<file path="config.mk">
export PLATFORM = sky130hd
export DESIGN_NAME = cpu_sequencer
export DESIGN_NICKNAME = d
export VERILOG_FILES = /design/src/rtl/cpu_sequencer.sv
export SDC_FILE = /design/constraint.sdc
export NUM_CORES = 1
export LEC_CHECK = 0
export CAP_MARGIN = 20
export CORE_MARGIN = 4
export CORE_UTILIZATION = 53
export DETAILED_ROUTE_END_ITERATION = 10
export PLACE_DENSITY = 0.81
export SKIP_CTS_REPAIR_TIMING = 1
export SLEW_MARGIN = 40
export SYNTH_ARGS = -nofsm -noshare
export SYNTH_HDL_FRONTEND = slang
export SYNTH_SLANG_ARGS = --single-unit
</file>
<file path="constraint.sdc">
create_clock -name clk -period 3.7 [get_ports clk]
set_input_delay 0.555 -clock clk [delete_from_list [all_inputs] [get_ports clk]]
set_output_delay 0.555 -clock clk [all_outputs]
set_load 0.005 [all_outputs]
</file>
<file path="src/rtl/cpu_sequencer.sv">
`default_nettype none
// ============================================================================
// Module : cpu_sequencer
// Multi-cycle fetch/decode/exec/mem/writeback controller for an external ALU.
// Rev    : 1.0  initial release
// ============================================================================
module cpu_sequencer #(
    parameter logic [7:0] RESET_PC    = 8'h00,
    parameter int         MEM_TIMEOUT = 16
) (
    input  logic       clk,
    input  logic       reset,
    input  logic       start,
    output logic       imem_req,
    output logic [7:0] imem_addr,
    input  logic [7:0] imem_rdata,
    input  logic       imem_valid,
    output logic       dmem_req,
    output logic       dmem_we,
    output logic [7:0] dmem_addr,
    output logic [7:0] dmem_wdata,
    input  logic [7:0] dmem_rdata,
    input  logic       dmem_ack,
    output logic [7:0] alu_instruction,
    output logic [7:0] alu_pc,
    output logic [7:0] alu_in0,
    output logic [7:0] alu_in1,
    input  logic [7:0] alu_out,
    input  logic [7:0] alu_jump,
    input  logic       alu_overflow,
    output logic [7:0] pc,
    output logic       busy,
    output logic       halted,
    output logic       error,
    output logic       ovf_sticky
);

    localparam int WAIT_W = (MEM_TIMEOUT > 1) ? $clog2(MEM_TIMEOUT) : 1;

    localparam logic [2:0] ST_IDLE   = 3'd0;
    localparam logic [2:0] ST_FETCH  = 3'd1;
    localparam logic [2:0] ST_DECODE = 3'd2;
    localparam logic [2:0] ST_EXEC   = 3'd3;
    localparam logic [2:0] ST_MEM    = 3'd4;
    localparam logic [2:0] ST_WB     = 3'd5;
    localparam logic [2:0] ST_HALT   = 3'd6;
    localparam logic [2:0] ST_ERROR  = 3'd7;

    logic [2:0]        state_q, state_d;
    logic [7:0]        pc_q, pc_d;
    logic [7:0]        ir_q, ir_d;
    logic [7:0]        rf_q [4];
    logic [7:0]        rf_d [4];
    logic [7:0]        ins_q, ins_d;
    logic [7:0]        apc_q, apc_d;
    logic [7:0]        in0_q, in0_d;
    logic [7:0]        in1_q, in1_d;
    logic [7:0]        res_q, res_d;
    logic [7:0]        jmp_q, jmp_d;
    logic [7:0]        ld_q, ld_d;
    logic [WAIT_W-1:0] wait_q, wait_d;
    logic              ovf_q, ovf_d;

    logic [3:0] w_op;
    logic [1:0] w_ra;
    logic [1:0] w_rb;
    logic       w_is_mem;
    logic       w_is_store;
    logic       w_timeout;
    logic [7:0] w_pc_inc;
    logic [7:0] w_pc_next;

    assign w_op       = ir_q[7:4];
    assign w_ra       = ir_q[3:2];
    assign w_rb       = ir_q[1:0];
    assign w_is_mem   = (w_op == 4'hA) || (w_op == 4'hB);
    assign w_is_store = (w_op == 4'hB);
    assign w_timeout  = (wait_q == WAIT_W'(MEM_TIMEOUT - 1));
    assign w_pc_inc   = pc_q + 8'd1;

    // R3 is only written in WB, so reading it here equals the DECODE-time value.
    always_comb begin
        w_pc_next = w_pc_inc;
        case (w_op)
            4'h8, 4'h9: w_pc_next = w_pc_inc + res_q;
            4'hC, 4'hD: if (jmp_q == 8'hFF) w_pc_next = rf_q[3];
            default:    w_pc_next = w_pc_inc;
        endcase
    end

    always_ff @(posedge clk) begin
        if (reset) state_q <= ST_IDLE;
        else       state_q <= state_d;
    end

    always_comb begin
        state_d = state_q;
        case (state_q)
            ST_IDLE:   if (start) state_d = ST_FETCH;
            ST_FETCH: begin
                if (imem_valid)     state_d = ST_DECODE;
                else if (w_timeout) state_d = ST_ERROR;
            end
            ST_DECODE: state_d = ST_EXEC;
            ST_EXEC:   state_d = w_is_mem ? ST_MEM : ST_WB;
            ST_MEM: begin
                if (dmem_ack)       state_d = ST_WB;
                else if (w_timeout) state_d = ST_ERROR;
            end
            ST_WB:     state_d = (w_pc_next == pc_q) ? ST_HALT : ST_FETCH;
            ST_HALT:   state_d = ST_HALT;
            ST_ERROR:  state_d = ST_ERROR;
            default:   state_d = ST_IDLE;
        endcase
    end

    always_comb begin
        imem_req   = (state_q == ST_FETCH);
        dmem_req   = (state_q == ST_MEM);
        dmem_we    = (state_q == ST_MEM) && w_is_store;
        dmem_addr  = (state_q == ST_MEM) ? in1_q : 8'h00;
        dmem_wdata = ((state_q == ST_MEM) && w_is_store) ? in0_q : 8'h00;
        busy       = (state_q != ST_IDLE) && (state_q != ST_HALT) && (state_q != ST_ERROR);
        halted     = (state_q == ST_HALT);
        error      = (state_q == ST_ERROR);
    end

    assign imem_addr       = pc_q;
    assign pc              = pc_q;
    assign alu_instruction = ins_q;
    assign alu_pc          = apc_q;
    assign alu_in0         = in0_q;
    assign alu_in1         = in1_q;
    assign ovf_sticky      = ovf_q;

    always_comb begin
        pc_d  = pc_q;
        ir_d  = ir_q;
        ins_d = ins_q;
        apc_d = apc_q;
        in0_d = in0_q;
        in1_d = in1_q;
        res_d = res_q;
        jmp_d = jmp_q;
        ld_d  = ld_q;
        ovf_d = ovf_q;
        wait_d = '0;
        for (int i = 0; i < 4; i++) rf_d[i] = rf_q[i];

        case (state_q)
            ST_FETCH: begin
                if (imem_valid)      ir_d   = imem_rdata;
                else if (!w_timeout) wait_d = wait_q + WAIT_W'(1);
            end
            ST_DECODE: begin
                ins_d = ir_q;
                in0_d = rf_q[w_ra];
                in1_d = rf_q[w_rb];
                apc_d = pc_q;
            end
            ST_EXEC: begin
                res_d = alu_out;
                jmp_d = alu_jump;
                if (w_op == 4'h1) ovf_d = ovf_q | alu_overflow;
            end
            ST_MEM: begin
                if (dmem_ack) begin
                    if (!w_is_store) ld_d = dmem_rdata;
                end else if (!w_timeout) begin
                    wait_d = wait_q + WAIT_W'(1);
                end
            end
            ST_WB: begin
                case (w_op)
                    4'h0, 4'h1, 4'h2, 4'h3,
                    4'h4, 4'h5, 4'h6, 4'h7,
                    4'hE, 4'hF: rf_d[w_ra] = res_q;
                    4'hA:       rf_d[w_ra] = ld_q;
                    4'h9:       rf_d[3]    = w_pc_inc;
                    default:    ;
                endcase
                pc_d = w_pc_next;
            end
            default: ;
        endcase
    end

    always_ff @(posedge clk) begin
        if (reset) begin
            pc_q   <= RESET_PC;
            ir_q   <= 8'h00;
            ins_q  <= 8'h00;
            apc_q  <= 8'h00;
            in0_q  <= 8'h00;
            in1_q  <= 8'h00;
            res_q  <= 8'h00;
            jmp_q  <= 8'h00;
            ld_q   <= 8'h00;
            ovf_q  <= 1'b0;
            wait_q <= '0;
            for (int i = 0; i < 4; i++) rf_q[i] <= 8'h00;
        end else begin
            pc_q   <= pc_d;
            ir_q   <= ir_d;
            ins_q  <= ins_d;
            apc_q  <= apc_d;
            in0_q  <= in0_d;
            in1_q  <= in1_d;
            res_q  <= res_d;
            jmp_q  <= jmp_d;
            ld_q   <= ld_d;
            ovf_q  <= ovf_d;
            wait_q <= wait_d;
            for (int i = 0; i < 4; i++) rf_q[i] <= rf_d[i];
        end
    end

endmodule
`default_nettype wire

</file>
== Yosys cells after proc, flatten, opt, wreduce, memory -nomap -nowiden ==
Memory sizes are Yosys's and may differ from the RTL's. A register that Yosys moved wholly into a read port is not among the register bits.
Cells that the tools add are included.

* Add/sub/neg operators: 3
* $lt $le $gt $ge: 2
* Equal/unequal tests: 28
* Multiplexer cells: 29
* Bitwise operators: 7
* Reductions and logical operators: 14

{| class="wikitable"
|+ Operator list
! operator !! number
|-
| bitwise mux 32 bit || 2
|-
| 2-to-1 mux 8 bit || 8
|-
| case mux 24 bit (2 select lines) || 1
|-
| equality test 4 bit, second input constant || 9
|-
| 2-to-1 mux 32 bit || 1
|-
| case mux 3 bit (8 select lines) || 1
|-
| case mux 8 bit (3 select lines) || 1
|-
| demux 8 bit (select 2 bit) || 1
|-
| equality test 4 x 3 -> 1 bit, second input constant || 4
|-
| case mux 8 bit (2 select lines) || 1
|-
| 2-to-1 mux 3 bit || 5
|-
| equality test 3 bit, second input constant || 4
|-
| 2-to-1 mux 4 bit || 3
|-
| OR reduction 10 bit || 1
|-
| adder 8 x 1 -> 8 bit, second input constant || 1
|-
| adder 8 bit || 1
|-
| equality test 4 x 2 -> 1 bit, second input constant || 2
|-
| equality test 8 bit || 1
|-
| equality test 8 bit, second input constant || 1
|-
| case mux 4 bit (2 select lines) || 1
|-
| equality test 3 x 2 -> 1 bit, second input constant || 2
|-
| != test 3 bit, second input constant || 2
|-
| OR 1 bit || 5
|-
| adder 4 x 1 -> 4 bit, second input constant || 1
|-
| other kinds (16) || 24
|}

* Flip-flop bits (word level): 64
* Memory bits (writable): 32
* Word-level logic and storage cells: 94
* Memories kept: 1

{| class="wikitable"
|+ Memory list
! memory !! depth !! width !! rd ports !! clocked after Yosys merged registers in !! wr ports !! RTL line !! source
|-
| rf_q || 4 || 8 || 6 || 2 || 4 || 52 || <nowiki>logic [7:0] rf_q [4];</nowiki>
|}

== Logic depth before layout (Yosys ltp) ==
* Word-level depth: 9
* Mapped depth: 13

== Worst setup path before layout ==
Ideal clock, no wire load.

* Path kind: flip-flop to flip-flop
* Start: register pc_q[1], in the netlist imem_addr[1]
* End: register state_q[2]
* Arrival time: 2.790 ns
* Required time: 3.641 ns
* Slack: 0.851 ns
* Cell stages (with the launch flop): 11
* Buffers on the path: 0
* Clock period less this slack: 2.849 ns
* Cells stage by stage: dfxtp_1 > ha_1 > xor2_1 > ha_1 > xor2_1 > nor3b_1 > a211o_1 > a2111oi_2 > o2111ai_1 > o41ai_2 > o211a_1

* Word-level cells in the longest chain between the ends: 6

{| class="wikitable"
|+ Ends and longest elaborated chain
! what !! RTL line !! source
|-
| start, declared || 50 || <nowiki>logic [7:0] pc_q, pc_d;</nowiki>
|-
| start signal, assigned || 203 || <nowiki>pc_q <= pc_d;</nowiki>
|-
| adder 8 x 1 -> 8 bit || 79 || <nowiki>assign w_pc_inc = pc_q + 8'd1;</nowiki>
|-
| adder 8 bit / 2-to-1 mux 8 bit (equally long branches) || 85, 86 ||
|-
| case mux 8 bit (2 select lines) || 84 || <nowiki>case (w_op)</nowiki>
|-
| equality test 8 bit * || 110 || <nowiki>ST_WB: state_d = (w_pc_next == pc_q) ? ST_HALT : ST_FETCH;</nowiki>
|-
| 2-to-1 mux 3 bit * || 110 ||
|-
| case mux 3 bit (8 select lines) * || 98 || <nowiki>case (state_q)</nowiki>
|-
| end signal, assigned || 93 || <nowiki>else state_q <= state_d;</nowiki>
|-
| end, declared || 49 || <nowiki>logic [2:0] state_q, state_d;</nowiki>
|}

Every way passes the cells marked *; elsewhere a longest branch is shown, timed or not.
A chain may end at the register's enable or synchronous reset.

== Worst setup path after layout ==
* Start: register pc_q[0], in the netlist imem_addr[0]
* End: register state_q[2]

The elaborated chain is that of the path after synthesis.

==> results.tsv <==
stage	metric	value	unit
run_status	outcome	finished, final reports clean	
logic_synthesis	Seq cells post-synth	112	
grt	GRT Total Usage	27.0	%
logic_synthesis	unique cell type count in the Yosys netlist	63	
floorplan	Row Count	37	
timing	Final Max Tran Viols	0	
critical_path	arrival time at the worst endpoint	3760	ps
critical_path	CP Launch Point	imem_addr[0]	
logic_synthesis	Synth Warn #	0	
drt	# DRC	0	
pwr	VDD IR max	0.232	mV
pwr	Tot Pwr	2.20	mW
grt	initial antenna violation count	0	
drt	Vias	5374	
final_layout	Area Overhead vs Synth	23.3	%
critical_path	worst reg-to-reg setup slack	270	ps
final_layout	design area	0.00708	mm^2
grt	first-pass GRT wire length	27700	um
clocking	CTS tree	built	
placed_design	DP HPWL	12600	um
final_layout	number of nets in the layout	811	
timing	Final setup viols	0	
grt	largest net degree at the start of global routing	64	
critical_path	crit-path cells	ha_1 -> nand3_1 -> xnor2_1 -> inv_1 -> ha_1 -> a21oi_1 -> o211ai_1 -> mux2i_1 -> a211oi_1 -> mux2_2 -> o41ai_2 -> o211a_1	
placed_design	routability cong.	0.898	
drt	Detailed Route Iter0 Violations	495	
logic_synthesis	top-count cell post-synth	nand2_1	
logic_synthesis	ys flop type	dfxtp_1	
timing	final worst path period need	3430	ps
grt	vias in the first global route	5144	
critical_path	reg-to-reg endpoint	state_q[2]	
hold_path	Hold WC Path Type	register to register	
clocking	clock tree buffer depth	2	
timing	f_max	0.291	GHz
logic_synthesis	Avg Synthesized Cell Area	8.42	um^2
critical_path	Buf+Inv Stages, Crit Path	1	
critical_path	CP max stage cell	dfxtp_1	
critical_path	CP startpoint kind	register	
logic_synthesis	EDFF count, synth	0	
timing	Least-Margin Pin Slew	724	ps
logic_synthesis	post-synthesis sequential area ratio	39.0	%
clocking	latest clock arrival within the worst-skew pair	380	ps
logic_synthesis	area share of the leading cell type in the synthesized netlist	39.0	%
timing	Worst Hold Margin	461	ps
drt	Routed Antenna Nets	0	
timing	max_slew headroom	51.7	%
floorplan	Die Wd	112	um
critical_path	CP endpoint kind	register	
clocking	CTS Buf Count	9	
clocking	root buffer cell	clkbuf_8	
floorplan	die footprint	0.0126	mm^2
floorplan	# IOs	109	
logic_synthesis	area leader, netlist	dfxtp_1	
logic_synthesis	post-synthesis cell area	0.00574	mm^2
grt	GR Overflow Total	0	
logic_synthesis	Synth top cells by count	nand2_1 (118), dfxtp_1 (112), nor2_1 (71)	
floorplan	Initial Util	55.1	%
floorplan	Core ar.	0.0104	mm^2
placed_design	Cell Area, Placed	0.00688	mm^2
final_layout	Diodes inserted	0	
clocking	clock transition at the registers of the reported paths	120	ps
timing	period utilization	92.8	%
drt	routed vias/inst	5.95	
pwr	leakage	2.41	nW
final_layout	layout cell share with drive strength beyond 1	8.08	%
job	Maximum Capacitance Violations	0	
clocking	clk sinks	112	
clocking	CTS HTree Levels	3	
logic_synthesis	Synth area leaders	dfxtp_1 (39%), nand2_1 (7.7%), mux4_2 (6.3%)	
timing	final hold viol count	0	
floorplan	DIE HEIGHT	112	um
critical_path	WP depth	12	
critical_path	critical-path maximum fanout	10	
logic_synthesis	post-synthesis cell count	682	
critical_path	r2r worst-path depth	12	
critical_path	CP peak stage delay	550	ps
timing	Worst Clk Skew	13.1	ps
drt	Avg WL per Cell	18.7	um
critical_path	RR Startpoint	imem_addr[0]	
pwr	PwrDens	310	mW/mm^2
drt	final wirelength	16900	um
critical_path	Crit Path Class	register to register	
critical_path	cell class contributing the biggest share of worst-path delay	compound AO/OA/AOI/OAI gates	
drt	DR pass1 iterations	6	
timing	RSZ-0062 raised after global routing	no	
timing	post-route setup TNS	0	ps
logic_synthesis	syn nets	731	
critical_path	Worst EP required	4030	ps
critical_path	Worst Setup EP	state_q[2]	
placed_design	PortBufs	108	
logic_synthesis	asr flop ratio synth	0	%
critical_path	crit-path most repeated cell	ha_1	
-- how the worst min path moves through the flow --
| stage | from | end | slack (ps) | depth (start not counted) |
|---|---|---|---|---|
| 3_3_place_gp | alu_instruction[4] | alu_instruction[4] | 440 | 2 |
| 2_1_floorplan | wait_q[3] | wait_q[3] | 440 | 1 |
| 4_1_cts | alu_instruction[6] | alu_instruction[6] | 460 | 2 |
| 3_5_place_dp | alu_instruction[6] | alu_instruction[6] | 450 | 2 |
| 5_1_grt | alu_instruction[6] | alu_instruction[6] | 480 | 2 |
| 6_report | alu_instruction[1] | alu_instruction[1] | 460 | 2 |
-- through the flow --
stage / setup slack [ps] / utilization [%] / cells
after CTS: 268 / 67.9 / 903
after floorplan: 851 / - / 682
after global routing: 36.4 / 68.0 / 903
after detailed placement: 318 / 66.0 / 887
final: 268 / 68.0 / 903
after global placement: 448 / 66.0 / 887
-- worst register-to-register path, cell delays in order, from the launching register on --
cell and delay [ps]:
dfxtp_1 550, ha_1 280, nand3_1 190, xnor2_1 360, inv_1 110, ha_1 380
a21oi_1 230, o211ai_1 170, mux2i_1 230, a211oi_1 90, mux2_2 320, o41ai_2 250
o211a_1 200
-- sequential cells by signal, indices dropped and copies added (netlist names) --
signal	flops
wait_q	4
ld_q	8
alu_in1	8
imem_addr	8
alu_instruction	8
state_q	3
ovf_sticky	1
jmp_q	8
res_q	8
alu_in0	8
alu_pc	8
rf_q	32
ir_q	8
-- cell usage in the layout (no fill, tap or decap), types with 3 or more instances in the layout --
master,synthesis,routed
nand2_1,118,118
dfxtp_1,112,111
clkdlybuf4s50_1,0,107
nor2_1,71,70
a21oi_1,67,67
a211oi_1,32,32
mux2i_1,25,25
and2_1,17,17
mux4_2,16,16
o21ai_0,15,15
buf_4,9,15
nand3_1,13,13
inv_1,12,12
xnor2_1,10,10
o22ai_1,10,10
ha_1,10,10
a22oi_1,9,9
clkbuf_8,0,9
xor2_1,7,7
a21o_1,7,7
nand2b_1,6,6
nor3_1,5,5
nand4_1,5,5
and3_1,3,3
nor2b_1,4,3
nor4_1,3,3
o211ai_1,3,3
a31oi_1,3,3
-- final cells by class --
| cell class | count | area [um^2] |
|---|---|---|
| clock inverter | 7 | 70.1 |
| inverter | 14 | 52.6 |
| sequential | 112 | 2240 |
| timing repair buffer | 123 | 1200 |
| multi-input combinational | 502 | 3220 |
| tap | 136 | 170 |
| fill | 848 | 3330 |
| clock buffer | 9 | 124 |
-- logic make-up after synthesis --
kind of cell,Yosys count,share of synthesized area (%)
AO/OA/AOI/OAI,172,19.5
XOR/XNOR,17,2.59
adder cells (fa/ha/maj),11,2.53
buffers and inverters,68,5.10
flip-flops,112,39.0
multiplexers,42,10.8
AND/OR/NAND/NOR,260,20.4
-- power breakdown --
group	switching [mW]	leakage, nW	internal [mW]
sequential	0.0376	0.904	1.22
combinational	0.108	1.40	0.101
clock	0.462	0.101	0.266
-- layer usage --
layer  GRT usage, %  wire (um)  vias up  part of all wire [%]
met3           4.15       1000       24                   5.9
met5              0          0        -                     0
met2           42.9       7740      205                    46
met1           38.9       7910     2571                    47
met4           6.41        264        0                   1.6
li1               -          -     2574                     -
No activity file was read; power rests on OpenSTA's default activity.
